===== config.mk =====
export PLATFORM = sky130hd
export DESIGN_NAME = keypad_scanner
export DESIGN_NICKNAME = d
export VERILOG_FILES = /design/src/rtl/keypad_pkg.sv /design/src/rtl/keypad_sync.sv /design/src/rtl/keypad_scanner.sv
export SDC_FILE = /design/constraint.sdc
export NUM_CORES = 1
export LEC_CHECK = 0
export ABC_AREA = 0
export CAP_MARGIN = 20
export CELL_PAD_IN_SITES_DETAIL_PLACEMENT = 1
export CELL_PAD_IN_SITES_GLOBAL_PLACEMENT = 1
export CORE_ASPECT_RATIO = 2
export CORE_UTILIZATION = 47
export CTS_CLUSTER_DIAMETER = 100
export CTS_CLUSTER_SIZE = 28
export DETAILED_ROUTE_END_ITERATION = 7
export DONT_BUFFER_PORTS = 1
export HOLD_SLACK_MARGIN = 0.1
export MAX_ROUTING_LAYER = met4
export PLACE_DENSITY_LB_ADDON = 0.15
export REMOVE_ABC_BUFFERS = 1
export SLEW_MARGIN = 20
export SYNTH_ARGS = -nofsm -noshare
export SYNTH_HDL_FRONTEND = slang
export SYNTH_SLANG_ARGS = --single-unit

===== constraint.sdc =====
create_clock -name clk -period 2.4 [get_ports clk]
set_input_delay 0 -clock clk [delete_from_list [all_inputs] [get_ports clk]]
set_output_delay 0 -clock clk [all_outputs]
set_load 0.03 [all_outputs]

===== src/rtl/keypad_pkg.sv =====
// Shared definitions for the 4x4 keypad scanner: FSM state encoding,
// matrix width and the one-hot row selected out of reset.
package keypad_pkg;

    localparam int KEY_W = 4;

    // Row 0 is the first row driven after reset (row_drive_n = 4'b1110).
    localparam logic [KEY_W-1:0] ROW_RESET_ONEHOT = 4'b0001;

    typedef enum logic [1:0] {
        ST_SCAN     = 2'd0,
        ST_DEBOUNCE = 2'd1,
        ST_HELD     = 2'd2,
        ST_RELEASE  = 2'd3
    } state_t;

    // Isolate the lowest set bit of a column vector.
    function automatic logic [KEY_W-1:0] lowest_onehot(input logic [KEY_W-1:0] v);
        return v & (~v + KEY_W'(1));
    endfunction

    // True when more than one bit of the vector is set.
    function automatic logic multi_bit(input logic [KEY_W-1:0] v);
        return (v & (v - KEY_W'(1))) != '0;
    endfunction

endpackage


===== src/rtl/keypad_sync.sv =====
// Two-flop synchronizer for the raw column pins; both stages clear on srst.
module keypad_sync #(
    parameter int W = 4
) (
    input  logic         clk,
    input  logic         srst,
    input  logic [W-1:0] d,
    output logic [W-1:0] q
);

    for (genvar gi = 0; gi < W; gi++) begin : g_bit
        logic meta_reg;
        logic sync_reg;

        // Shift each pin through two flops before it is used anywhere.
        always_ff @(posedge clk) begin
            if (srst) begin
                meta_reg <= 1'b0;
                sync_reg <= 1'b0;
            end else begin
                meta_reg <= d[gi];
                sync_reg <= meta_reg;
            end
        end

        assign q[gi] = sync_reg;
    end

endmodule


===== src/rtl/keypad_scanner.sv =====
// 4x4 matrix keypad scanner: drives one row low at a time, debounces the
// first key found, reports it while held and debounces its release.
// Optional build macro KEYPAD_MULTIKEY_REJECT_EN: reject presses that show
// more than one column instead of taking the lowest column.
module keypad_scanner
    import keypad_pkg::*;
#(
    parameter int SCAN_CYCLES     = 1000,
    parameter int DEBOUNCE_CYCLES = 20000
) (
    input  logic             clk,
    input  logic             reset,
    input  logic [KEY_W-1:0] col_n,
    output logic [KEY_W-1:0] row_drive_n,
    output logic [KEY_W-1:0] row_keys,
    output logic [KEY_W-1:0] col_keys,
    output logic             key_valid,
    output logic             key_strobe
);

    localparam int SCAN_W = (SCAN_CYCLES > 1) ? $clog2(SCAN_CYCLES) : 1;
    localparam int DEB_W  = (DEBOUNCE_CYCLES > 1) ? $clog2(DEBOUNCE_CYCLES) : 1;
    localparam logic [SCAN_W-1:0] SCAN_LAST = SCAN_W'(SCAN_CYCLES - 1);
    localparam logic [DEB_W-1:0]  DEB_LAST  = DEB_W'(DEBOUNCE_CYCLES - 1);

    logic [KEY_W-1:0]  col_sync;
    logic [KEY_W-1:0]  col_s;

    state_t            state_reg, state_next;
    logic [KEY_W-1:0]  row_reg, row_next;
    logic [SCAN_W-1:0] scan_cnt_reg, scan_cnt_next;
    logic [DEB_W-1:0]  deb_cnt_reg, deb_cnt_next;
    logic [KEY_W-1:0]  cap_col_reg, cap_col_next;
    logic              strobe_reg, strobe_next;

    logic              cap_bit;
    logic              reject_capture;
    logic              reject_extra;

    keypad_sync #(
        .W (KEY_W)
    ) u_sync (
        .clk  (clk),
        .srst (reset),
        .d    (col_n),
        .q    (col_sync)
    );

    // Columns are pulled up, so a pressed key reads as a 0 on the pin.
    assign col_s   = ~col_sync;
    assign cap_bit = |(col_s & cap_col_reg);

`ifdef KEYPAD_MULTIKEY_REJECT_EN
    assign reject_capture = multi_bit(col_s);
    assign reject_extra   = |(col_s & ~cap_col_reg);
`else
    assign reject_capture = 1'b0;
    assign reject_extra   = 1'b0;
`endif

    // State, row, counters, captured column and strobe registers.
    always_ff @(posedge clk) begin
        if (reset) begin
            state_reg    <= ST_SCAN;
            row_reg      <= ROW_RESET_ONEHOT;
            scan_cnt_reg <= '0;
            deb_cnt_reg  <= '0;
            cap_col_reg  <= '0;
            strobe_reg   <= 1'b0;
        end else begin
            state_reg    <= state_next;
            row_reg      <= row_next;
            scan_cnt_reg <= scan_cnt_next;
            deb_cnt_reg  <= deb_cnt_next;
            cap_col_reg  <= cap_col_next;
            strobe_reg   <= strobe_next;
        end
    end

    // Next-state logic; counters stop at their terminal value because every
    // terminal count either leaves the state or clears the counter.
    always_comb begin
        state_next    = state_reg;
        row_next      = row_reg;
        scan_cnt_next = scan_cnt_reg;
        deb_cnt_next  = deb_cnt_reg;
        cap_col_next  = cap_col_reg;
        strobe_next   = 1'b0;

        case (state_reg)
            ST_SCAN: begin
                if (scan_cnt_reg == SCAN_LAST) begin
                    scan_cnt_next = '0;
                    if ((col_s == '0) || reject_capture) begin
                        row_next = {row_reg[KEY_W-2:0], row_reg[KEY_W-1]};
                    end else begin
                        cap_col_next = lowest_onehot(col_s);
                        deb_cnt_next = '0;
                        state_next   = ST_DEBOUNCE;
                    end
                end else begin
                    scan_cnt_next = scan_cnt_reg + SCAN_W'(1);
                end
            end

            ST_DEBOUNCE: begin
                if (reject_extra) begin
                    // A second column appeared: drop this row entirely.
                    state_next    = ST_SCAN;
                    row_next      = {row_reg[KEY_W-2:0], row_reg[KEY_W-1]};
                    scan_cnt_next = '0;
                    deb_cnt_next  = '0;
                end else if (!cap_bit) begin
                    // Bounce: rescan the same row from the start.
                    state_next    = ST_SCAN;
                    scan_cnt_next = '0;
                    deb_cnt_next  = '0;
                end else if (deb_cnt_reg == DEB_LAST) begin
                    state_next   = ST_HELD;
                    strobe_next  = 1'b1;
                    deb_cnt_next = '0;
                end else begin
                    deb_cnt_next = deb_cnt_reg + DEB_W'(1);
                end
            end

            ST_HELD: begin
                if (reject_extra) begin
                    state_next    = ST_SCAN;
                    row_next      = {row_reg[KEY_W-2:0], row_reg[KEY_W-1]};
                    scan_cnt_next = '0;
                    deb_cnt_next  = '0;
                end else if (!cap_bit) begin
                    state_next   = ST_RELEASE;
                    deb_cnt_next = '0;
                end
            end

            ST_RELEASE: begin
                if (cap_bit) begin
                    // Release bounce: key still counts as held, no new strobe.
                    state_next   = ST_HELD;
                    deb_cnt_next = '0;
                end else if (deb_cnt_reg == DEB_LAST) begin
                    state_next    = ST_SCAN;
                    row_next      = {row_reg[KEY_W-2:0], row_reg[KEY_W-1]};
                    scan_cnt_next = '0;
                    deb_cnt_next  = '0;
                end else begin
                    deb_cnt_next = deb_cnt_reg + DEB_W'(1);
                end
            end

            default: begin
                state_next = ST_SCAN;
            end
        endcase
    end

    assign row_drive_n = ~row_reg;
    assign key_valid   = (state_reg == ST_HELD) || (state_reg == ST_RELEASE);
    assign row_keys    = key_valid ? row_reg : '0;
    assign col_keys    = key_valid ? cap_col_reg : '0;
    assign key_strobe  = strobe_reg;

endmodule


==> results.yml <==
routing:
  vias_per_cell: 6.30
  drc_errors: 0
  num_vias: 2238
  drt-pass1-iter-count: 4
  drt_iter0_markers: 44
  antenna_left: 0
  drt_wl_total_um: 6320
  wire_per_inst_um: 17.8
clock_tree:
  clk_pin_slew_ns: 0.09
  cts_inserted_buffers: 5
  cts_tree: "yes"
  insertion_delay_ns: 0.31
  cts_resized: 0
  clockBufferDepth: 2
  clockRootBuffer: "clkbuf_8"
  cts_sinks: 44
  htreeDepth: 2
layout:
  num_antenna_cells: 0
  drive_gt1_share_pct: 9.73
  stdcell_count: 355
  largest_register_ffs: 15
  fillers: 618
  design_area_um2: 2640
  syn2layout_area_growth_pct: 10.2
  final_nets: 309
sta:
  hold_viol_final: 0
  finalSetupTns_ns: 0
  fin_skew_ns: 0.0130
  clock.fmax_ghz: 0.451
  fin_crit_ns: 2.22
  rsz0062_at_grt: "false"
  whs_ns: 0.348
  worstMarginPinSlew_ns: 0.576
  finalCritPeriodShare_pct: 92.3
  slew_headroom_pct: 61.5
  maxSlewViolCount: 0
  setup_viol: 0
synth:
  synth_most_common_cell: "dfxtp_1"
  yosysTopAreaCell: "dfxtp_1"
  synthTopCellsByCount: "44 x dfxtp_1, 21 x nand2_1, 20 x a21oi_1, 20 x nand4_1, 19 x nor2_1"
  synth_edf_count: 0
  yosys_warnings: 0
  ys_types: 44
  synth-main-ff-cell: "dfxtp_1"
  yosys_register_bits: 44
  syn_area_um2: 2390
  async_reset_ff_share_pct: 0
  synth_area_per_cell_um2: 8.25
  yosys.area.top_type_share_pct: 36.8
  syn_inst: 290
  synth_area_leaders: "dfxtp_1 37%, nand4_1 5.2%, nor2b_1 4.4%"
  yosysSeqAreaShare_pct: 36.8
power:
  p_leak_nw: 0.905
  p_per_area_nw_per_um2: 658
  p_total_mw: 1.74
  ir_drop_mv: 0.520
setup_path:
  path_buf_inv: 1
  cp_max_fo: 12
  cp_slowest_stage_delay_ns: 0.40
  endpoint_kind: "flip-flop"
  start_kind: "flip-flop"
  crit_type: "reg -> reg"
  r2r_cells: 7
  worst_path_max_delay_cell: "dfxtp_1"
  r2r-end: "scan_cnt_reg[1]"
  r2r_start: "deb_cnt_reg[0]"
  critPathArrivalTime_ns: 2.46
  cp_common_cell: "and4_1"
  reg2reg_slack_ns: 0.18
  path_cells: "ha_1, and4_1, and4_1, a32oi_1, buf_4, or3_1, a21oi_1"
  cp.required_ns: 2.65
  crit_family: "simple AND/OR/NAND/NOR gates"
floorplanning:
  placementRows: 36
  ioPinCount: 20
  die-area_um2: 5400
  coreArea_um2: 4860
  start_util_pct: 49.2
  die_w_um: 52.5
  die-height_um: 103
place:
  gp_congestion: 0.806
  port_buffers: 0
  placed_cells: 341
  dpl_cell_area_um2: 2480
  post-dp-hpwl_um: 4530
hold_path:
  min_to: "u_sync.g_bit[2].meta_reg"
  holdCritStartpoint: "col_n[2]"
  hold_depth: 2
  hold_class: "in -> reg"
outcome:
  status: "finished clean"
global_routing:
  grt_pass1_wl_um: 10200
  grt_usage_pct: 26.3
  grt_max_degree: 53
  grt-ovfl-total: 0
  grt_pass1_vias: 2190
  antenna_found_initial: 0
job:
  drv_cap: 0
[per-layer routing]
| layer | wire, um | global-route usage [%] |
|---|---|---|
| met5 | 0 | - |
| met1 | 2450 | 25.8 |
| met3 | 138 | 4.57 |
| met2 | 3530 | 47.0 |
| met4 | 198 | 14.4 |
[cell families (layout without fill, tap and decap cells)]
kind of cell | Yosys count | after routing | synth area share [%]
and+or+nand+nor | 139 | 139 | 34.3
DFF | 44 | 44 | 36.8
AOI/OAI and AO/OA | 67 | 67 | 19.2
adders and majority gates | 6 | 6 | 3.14
buffers and inverters | 30 | 38 | 4.86
muxes | 4 | 4 | 1.67
[final cells by class]
| cell class | instances | area [um^2] | share of cell area, % |
|---|---|---|---|
| Inverter | 14 | 52.6 | 1.99 |
| Sequential cell | 44 | 881 | 33.4 |
| Timing Repair Buffer | 16 | 145 | 5.50 |
| Clock inverter | 2 | 10.0 | 0.379 |
| Tap cell | 57 | 71.3 | 2.70 |
| Clock buffer | 6 | 82.6 | 3.13 |
| Multi-Input combinational cell | 216 | 1400 | 52.9 |
[cells in the final DEF (no fill, tap or decap), types with 3 or more instances in the layout]
master,n
o21ai_0,10
or3_1,6
nor2_1,19
and3_1,5
nor3_1,9
a21oi_1,20
ha_1,6
or4_1,3
buf_4,10
nand3_1,10
nand4b_1,3
nand2_1,21
clkbuf_8,6
o32ai_1,3
nand2b_1,7
a31oi_1,14
inv_1,14
a32oi_1,4
nand4_1,20
and4_1,5
nand3b_1,4
dlygate4sd3_1,5
nor2b_1,17
dfxtp_1,44
mux2i_1,4
a211oi_1,3
[worst max path at each step]
| stage | from | end | slack (ns) | cells after the start |
|---|---|---|---|---|
| 2_1_floorplan | state_reg[0] | scan_cnt_reg[8] | 0.34 | 6 |
| 3_3_place_gp | deb_cnt_reg[0] | scan_cnt_reg[1] | 0.28 | 7 |
| 3_5_place_dp | deb_cnt_reg[0] | scan_cnt_reg[1] | 0.25 | 7 |
| 4_1_cts | deb_cnt_reg[0] | scan_cnt_reg[1] | 0.22 | 7 |
| 5_1_grt | deb_cnt_reg[0] | scan_cnt_reg[1] | 0.07 | 7 |
| 6_report | deb_cnt_reg[0] | scan_cnt_reg[1] | 0.18 | 7 |
[what timing repair did]
item                      CTS  global route
hold endpoints to repair   44             0
hold buffers                6             0
setup buffers               0             0
[metrics by stage]
step | setup WS (ns) | util [%]
2_1_floorplan | 0.340 | -
3_3_place_gp | 0.280 | 50.9
3_5_place_dp | 0.246 | 50.9
4_1_cts | 0.218 | 54.2
5_1_grt | 0.0660 | 54.2
6_report | 0.184 | 54.2
[where the power goes]
| group | internal (mW) | switching (mW) |
|---|---|---|
| Sequential | 0.764 | 0.0308 |
| Combinational | 0.160 | 0.284 |
| Clock | 0.230 | 0.268 |
| Total | 1.15 | 0.583 |
Note: power is estimated with default switching activity, not from simulation.
